### config.mk
export PLATFORM = sky130hd
export DESIGN_NAME = number_adder_serial
export DESIGN_NICKNAME = d
export VERILOG_FILES = /design/src/rtl/number_adder_serial.sv
export SDC_FILE = /design/constraint.sdc
export NUM_CORES = 1
export LEC_CHECK = 0
export ABC_CLOCK_PERIOD_IN_PS = 2600
export CORE_UTILIZATION = 45
export CTS_BUF_LIST = sky130_fd_sc_hd__clkbuf_2 sky130_fd_sc_hd__clkbuf_4 sky130_fd_sc_hd__clkbuf_8
export CTS_CLUSTER_DIAMETER = 80
export DETAILED_ROUTE_END_ITERATION = 12
export GPL_TIMING_DRIVEN = 0
export PLACE_DENSITY = 0.78
export SYNTH_ARGS = -nofsm -noshare
export SYNTH_HDL_FRONTEND = slang
export SYNTH_SLANG_ARGS = --single-unit
export TNS_END_PERCENT = 50
### constraint.sdc
create_clock -name clk -period 2.6 [get_ports clk]
set_input_delay 0.52 -clock clk [delete_from_list [all_inputs] [get_ports clk]]
set_output_delay 0.52 -clock clk [all_outputs]
set_load 0.02 [all_outputs]
### src/rtl/number_adder_serial.sv
// rtl/number_adder_serial.sv - multi-cycle chunked adder/subtractor with valid/ready handshakes
//
// Adds or subtracts two WIDTH-bit operands CHUNK bits per clock, LSB chunk
// first, rippling the carry between chunks. The result is presented with the
// MSB carry-out (for sub: 1 = no borrow) and the signed overflow flag.
//
// Ports:
//   clk        rising-edge clock
//   rst        synchronous active-high reset, aborts any operation
//   in_valid   operands/mode present        in_ready   block idle, will accept
//   a, b       WIDTH-bit operands           sub        0: a+b, 1: a-b
//   out_valid  result held on y/ovf         out_ready  downstream accepts result
//   y          {carry_out, sum[WIDTH-1:0]}  ovf        signed overflow of sum
module number_adder_serial #(
  parameter int WIDTH = 8,
  parameter int CHUNK = 2
) (
  input  logic             clk,
  input  logic             rst,
  input  logic             in_valid,
  output logic             in_ready,
  input  logic [WIDTH-1:0] a,
  input  logic [WIDTH-1:0] b,
  input  logic             sub,
  output logic             out_valid,
  input  logic             out_ready,
  output logic [WIDTH:0]   y,
  output logic             ovf
);

  localparam int STEPS = WIDTH / CHUNK;
  localparam int CNT_W = (STEPS > 1) ? $clog2(STEPS) : 1;

  typedef enum logic [1:0] {
    IDLE = 2'd0,
    RUN  = 2'd1,
    DONE = 2'd2
  } state_t;

  state_t state, state_next;

  logic [WIDTH-1:0] a_r, b_r, res_r, res_next, sum_ext;
  logic             carry;
  logic [CNT_W-1:0] cnt;
  logic [CHUNK:0]   chunk_sum;
  logic             last_step;
  logic             carry_into_msb;

  // Operands are shifted right each RUN cycle so the active chunk always sits
  // at bit 0; result bits enter from the top and end up in place after STEPS.
  assign chunk_sum = {1'b0, a_r[CHUNK-1:0]} + {1'b0, b_r[CHUNK-1:0]}
                   + {{CHUNK{1'b0}}, carry};
  assign sum_ext   = WIDTH'(chunk_sum[CHUNK-1:0]);
  assign res_next  = (res_r >> CHUNK) | (sum_ext << (WIDTH - CHUNK));
  assign last_step = (cnt == CNT_W'(STEPS - 1));

  // On the last chunk a_r/b_r bit CHUNK-1 is the original operand MSB, so the
  // carry into the MSB falls out of the MSB full-adder equation.
  assign carry_into_msb = res_next[WIDTH-1] ^ a_r[CHUNK-1] ^ b_r[CHUNK-1];

  assign in_ready  = (state == IDLE);
  assign out_valid = (state == DONE);

  always_ff @(posedge clk) begin
    if (rst) state <= IDLE;
    else     state <= state_next;
  end

  always_comb begin
    state_next = state;
    case (state)
      IDLE:    if (in_valid) state_next = RUN;
      RUN:     if (last_step) state_next = DONE;
      DONE:    if (out_ready) state_next = IDLE;
      default: state_next = IDLE;
    endcase
  end

  always_ff @(posedge clk) begin
    if (rst) begin
      a_r   <= '0;
      b_r   <= '0;
      res_r <= '0;
      carry <= 1'b0;
      cnt   <= '0;
      y     <= '0;
      ovf   <= 1'b0;
    end else begin
      case (state)
        IDLE: begin
          if (in_valid) begin
            a_r   <= a;
            b_r   <= sub ? ~b : b;
            carry <= sub;
            cnt   <= '0;
          end
        end
        RUN: begin
          a_r   <= a_r >> CHUNK;
          b_r   <= b_r >> CHUNK;
          carry <= chunk_sum[CHUNK];
          res_r <= res_next;
          cnt   <= cnt + CNT_W'(1);
          if (last_step) begin
            y   <= {chunk_sum[CHUNK], res_next};
            ovf <= carry_into_msb ^ chunk_sum[CHUNK];
          end
        end
        default: ;
      endcase
    end
  end

endmodule

==> results of run 1 <==
## layer usage
layer,global-route usage,share of wire
met3,0.0511,0.049
met1,0.233,0.45
met5,0,0
met2,0.304,0.48
met4,0.0861,0.016
## layout make-up
cell class	count	share of cell area
multi-input cells	146	0.396
flip-flops and latches	37	0.331
repair buffers	31	0.139
plain buffers	18	0.0397
clock buffers	5	0.0307
well taps	48	0.0268
clock inverters	3	0.0207
inverters	10	0.0168
## cell usage after synthesis (all sizes together)
cell	number
xor2	8
a221oi	1
fa	2
a21o	2
clkbuf	7
inv	10
a211oi	6
o21ai	6
buf	11
dfxtp	37
o221a	6
a21oi	29
o21bai	1
nand3b	9
o21a	1
nand2b	4
mux2i	1
or2	2
xnor2	3
and3b	1
ha	1
nor2b	6
o22ai	2
nand2	24
nor2	24
a22oi	7
## state kept, by name (all words and copies together) (netlist names)
register	cells
y	9
a_r	8
b_r	8
res_r	6
cnt	2
state	2
carry	1
ovf	1
## through the flow
| stage | cell area, µm² | power, µW |
|---|---|---|
| 6_report | 2240 | 1310 |
| 5_1_grt | 2240 | 1370 |
| 4_1_cts | 2240 | 1320 |
| 3_5_place_dp | 2120 | 823 |
| 3_3_place_gp | 2120 | 819 |
| 2_1_floorplan | 1750 | 759 |
## final timing paths
| check | startpoint | endpoint | slack, ns | cells past startpoint |
|---|---|---|---|---|
| setup / recovery | state[1] | in_ready | 0.23 | 5 |
| setup reg to reg | a_r[0] | ovf | 0.61 | 6 |
| hold reg to reg | y[2] | y[2] | 0.45 | 2 |
| hold / removal | y[2] | y[2] | 0.45 | 2 |
## cell usage in the layout (no fill, tap or decap), types with 2 or more instances in the layout
cell,n
fa_1,2
a21oi_1,29
clkbuf_1,7
buf_2,8
a211oi_1,6
nor2b_1,6
nor2_1,24
xor2_1,8
dfxtp_1,37
a22oi_1,7
o221a_2,6
nand2b_1,4
nand2_1,24
xnor2_1,3
clkdlybuf4s50_1,31
nand3b_1,9
o21ai_0,5
o22ai_1,2
clkbuf_8,5
inv_1,10
a21o_1,2
## report_power, final
part	switching, µW	internal [µW]	total (µW)
registers	22.0	597	619
logic	95.3	97.3	193
clock network	214	287	501
total	331	981	1310
## worst max-delay path, delay by kind of cell, from the launching register on
family	cells	cell delay, ns
flops	1	0.32
buf+inv	4	1.19
simple gates	1	0.06
## cell families (layout without fill, tap and decap cells)
group	count (synthesis)	after routing	synth area share
AO/OA/AOI/OAI	61	61	0.226
XOR/XNOR	11	11	0.0550
adder cells (fa/ha/maj)	3	3	0.0300
buffers and inverters	28	67	0.0721
flip-flops	37	37	0.423
multiplexers	1	1	0.00571
AND/OR/NAND/NOR	70	70	0.189
==> flow_metrics.py, run 1 <==
metrics = {
    "outcome": {
        "status": "completed",
    },
    "placed_design": {
        "gp_congestion": 0.784,
        "pre_cts_slack_ns": 0.486,
        "hpwl_mm": 2.54,
        "io_buffers": 31,
        "placed_cells": 290,
    },
    "floorplan": {
        "fp.dieArea_um2": 4150,
        "dieWidth_um": 64.4,
        "start_util": 0.475,
        "coreArea_um2": 3690,
        "die_y_um": 64.4,
        "ios": 33,
        "rows": 22,
    },
    "run": {
        "cap_violations": 0,
    },
    "yosys": {
        "yosysTopAreaCell": "dfxtp_1",
        "yosysTopAreaCellShare": 0.423,
        "synth_area_per_cell_um2": 8.31,
        "synthesis.area_um2": 1750,
        "synthTopCellsByArea": "dfxtp_1, a21oi_1, nand2_1",
        "yosysSeqAreaShare": 0.423,
        "yosysWarnings": 0,
        "ys_ff_latch": 37,
        "synthesis.nets": 235,
        "post_synth_num_cell_types": 31,
        "syn_inst": 211,
    },
    "cts": {
        "cts_buffers": 5,
        "clkTransAtPathRegs_ns": 0.08,
        "postCtsSetupRepairBufs": 0,
        "cts-root-buf": "clkbuf_8",
        "htreeDepth": 2,
        "post_cts_resized": 0,
        "cts_hold_buf": 0,
        "clk_path_buf_depth": 2,
        "tritoncts": "built",
        "cts.sinks": 37,
        "clk-insertion-delay-late_ns": 0.29,
    },
    "drt": {
        "drtAntennaViolNets": 0,
        "via_count": 1552,
        "drtIter0Drc": 84,
        "wl_mm": 3.54,
        "route.detailed.drc": 0,
        "via_per_inst": 5.21,
        "first_pass_iters": 4,
        "avgRoutedWirePerCell_um": 11.9,
    },
    "power_and_ir_drop": {
        "p_leak_uw": 0.000821,
        "power_density_nw_per_um2": 586,
        "peakVddDrop_v": 0.000303,
    },
    "worst_setup_path": {
        "crit_path_end_kind": "output port",
        "crit_chain": "buf_2 -> buf_4 -> buf_2 -> nor2_1 -> clkdlybuf4s50_1",
        "crit_path_start_kind": "flip-flop",
        "critPathMaxFanout": 10,
        "max_stage_delay_ns": 0.55,
        "crit_type": "flip-flop to output port",
        "slowest_stage": "clkdlybuf4s50_1",
        "worst_path_most_repeated_cell": "buf_2",
        "crit_arrival_ns": 1.85,
        "crit_required_ns": 2.08,
    },
    "global_routing": {
        "grt_pass1_wl_mm": 6.00,
        "grtUsageTotal": 0.188,
        "grt_max_degree": 14,
        "gr-total-overflow": 0,
        "grt_pass1_vias": 1379,
        "antenna_found_initial": 0,
    },
    "finish": {
        "drive_gt1_frac": 0.104,
        "regArea_um2": 741,
        "diodes": 0,
        "area_growth_pct": 27.7,
        "nNetsFinal": 273,
        "final_core_util": 0.607,
        "instances_no_fill": 298,
        "multi_input_area_um2": 886,
        "fillers": 351,
    },
    "timing": {
        "holdWs_ns": 0.453,
        "final_max_slew_viol_count": 0,
        "hold_viol_final": 0,
        "setup_slack_ns": 0.228,
        "timing.final.crit_period_ns": 2.37,
        "worst_pin_slew_ns": 0.465,
        "skew_ns": 0.00423,
        "setup_viol": 0,
        "fin_tns_setup_ns": 0,
        "fin_crit_sh": 0.912,
        "rsz0062_at_grt": "false",
        "relSlewSlack": 0.690,
        "fmax_mhz": 422,
    },
    "min_path": {
        "hold_path_class": "flip-flop to flip-flop",
    },
}
Note: power is estimated with default switching activity, not from simulation.
==> run 2, diff against run 1 <==
--- a/config.mk
+++ b/config.mk
@@ -12,7 +12,8 @@
 export DETAILED_ROUTE_END_ITERATION = 12
 export GPL_TIMING_DRIVEN = 0
 export PLACE_DENSITY = 0.78
+export REMOVE_ABC_BUFFERS = 1
 export SYNTH_ARGS = -nofsm -noshare
 export SYNTH_HDL_FRONTEND = slang
 export SYNTH_SLANG_ARGS = --single-unit
-export TNS_END_PERCENT = 50
+export TNS_END_PERCENT = 30
==> run 2 against run 1 <==
Net effect:
- non-clock buffer count shrank 17
- total power is 0.78% higher
- hold slack gained 0.00092 ns
- clock-buffer cell count grew 1
- fmax down 2.4%
- first-iteration DRC count is 7.1% lower
- critical path depth fell by 3
- largest cell class unchanged
==> flow_metrics.py, run 2 (same netlist as run 1, synthesis figures left out) <==
metrics = {
    "worst_setup_path": {
        "crit_path_end_kind": "output port",
        "critPathMaxFanout": 25,
        "r2r_start": "state[0]",
        "crit_path_start_kind": "flip-flop",
        "crit_type": "flip-flop to output port",
        "crit_arrival_ns": 1.91,
        "cp-startpoint": "state[0]",
        "crit_required_ns": 2.08,
    },
    "power_and_ir_drop": {
        "seq_power_share": 0.473,
        "p_clk_frac": 0.394,
        "swShare": 0.243,
        "p_leak_uw": 0.000770,
        "p_switching_uw": 321,
        "power_frac_comb": 0.133,
        "p_int_uw": 1000,
        "finalPower_uw": 1320,
        "power_density_nw_per_um2": 611,
        "peakVddDrop_v": 0.000325,
    },
    "floorplan": {
        "fp.dieArea_um2": 4150,
        "start_util": 0.475,
        "dieWidth_um": 64.4,
        "ios": 33,
        "rows": 22,
        "die_y_um": 64.4,
        "coreArea_um2": 3690,
    },
    "cts": {
        "clk-insertion-delay-late_ns": 0.29,
        "htreeDepth": 2,
        "cts_buffers": 5,
        "clkTransAtPathRegs_ns": 0.07,
        "cts-root-buf": "clkbuf_8",
        "tritoncts": "built",
        "cts_hold_buf": 0,
        "cts.sinks": 37,
        "clk_path_buf_depth": 2,
    },
    "drt": {
        "via_per_inst": 5.20,
        "first_pass_iters": 4,
        "via_count": 1460,
        "route.detailed.drc": 0,
        "drtIter0Drc": 78,
        "avgRoutedWirePerCell_um": 11.4,
        "wl_mm": 3.20,
        "drtAntennaViolNets": 0,
    },
    "placed_design": {
        "placed_cells": 273,
        "pre_cts_slack_ns": 0.0490,
        "gp_congestion": 0.731,
        "hpwl_mm": 2.01,
        "io_buffers": 32,
        "place_area_um2": 2040,
    },
    "finish": {
        "stdcell_area_um2": 2170,
        "drive_gt1_frac": 0.0730,
        "largest_register": "y",
        "reg_top3": "y (9), a_r (8), b_r (8)",
        "largest_reg_flops": 9,
        "final_common_cell": "dfxtp_1",
        "area_growth_pct": 23.6,
        "diodes": 0,
        "fillers": 356,
        "instances_no_fill": 281,
        "final_cell_mix": "dfxtp_1, clkdlybuf4s50_1, a21oi_1",
        "nNetsFinal": 256,
    },
    "timing": {
        "skew_ns": 0.00581,
        "final_max_slew_viol_count": 0,
        "worst_pin_slew_ns": 1.30,
        "fin_crit_sh": 0.934,
        "fmax_mhz": 412,
        "setup_viol": 0,
        "fin_tns_setup_ns": 0,
        "setup_slack_ns": 0.170,
        "rsz0062_at_grt": "false",
        "hold_viol_final": 0,
        "relSlewSlack": 0.128,
        "timing.final.crit_period_ns": 2.43,
    },
    "global_routing": {
        "grtUsageTotal": 0.170,
        "grt_pass1_wl_mm": 5.50,
        "antenna_found_initial": 0,
        "gr-total-overflow": 0,
        "grt_pass1_vias": 1276,
        "grt_max_degree": 39,
    },
    "min_path": {
        "hold_start": "y[0]",
        "hold_path_class": "flip-flop to flip-flop",
    },
    "outcome": {
        "status": "completed",
    },
    "run": {
        "cap_violations": 0,
    },
}
-- run 2: layer usage --
layer,up-vias,share of wire,track usage,routed length [µm]
met2,38,0.46,0.276,1460
met3,3,0.043,0.0528,137
met1,661,0.49,0.209,1570
li1,758,-,-,-
met4,0,0.010,0.0667,33
met5,-,0,0,0
-- run 2: what timing repair did --
action                                  4_1_cts  5_1_grt
resized for setup                             0        1
endpoints found under the hold margin         0        0
setup buffers                                 0        0
endpoints found under the setup margin        0        1
-- run 2: power groups by stage --
| stage | combinational [µW] | sequential [µW] | clock [µW] |
|---|---|---|---|
| final | 176 | 625 | 521 |
| after global routing | 196 | 630 | 561 |
| after CTS | 177 | 625 | 533 |
| after detailed placement | 176 | 638 | 0 |
| after global placement | 174 | 637 | 0 |
| after floorplan | 110 | 630 | 0 |
-- run 2: path summary, 6_finish.rpt --
path | endpoint | slack [ns] | depth (start not counted)
worst max-delay path | out_valid | 0.17 | 2
worst min-delay path | y[0] | 0.45 | 2
worst max register to register | carry | 0.57 | 3
worst min register to register | y[0] | 0.45 | 2
-- run 2: critical path, stage by stage, from the launching register on --
cell,delay [ns]
dfxtp_1,0.90
nor2b_1,0.14
clkdlybuf4s50_1,0.58
-- run 2: layout make-up --
cell class | instances | area [µm²] | area share
repair buffers | 32 | 320 | 0.148
clock buffers | 6 | 82.6 | 0.0381
flip-flops and latches | 37 | 742 | 0.343
well taps | 48 | 60.1 | 0.0277
clock inverters | 2 | 37.5 | 0.0173
multi-input cells | 146 | 886 | 0.409
inverters | 10 | 37.5 | 0.0173
-- run 2: stage by stage --
step / utilization / hold WS [ns]
5_1_grt: 0.587 / 0.478
3_5_place_dp: 0.554 / 0.447
3_3_place_gp: 0.554 / 0.442
6_report: 0.587 / 0.454
4_1_cts: 0.587 / 0.457
2_1_floorplan: - / 0.426
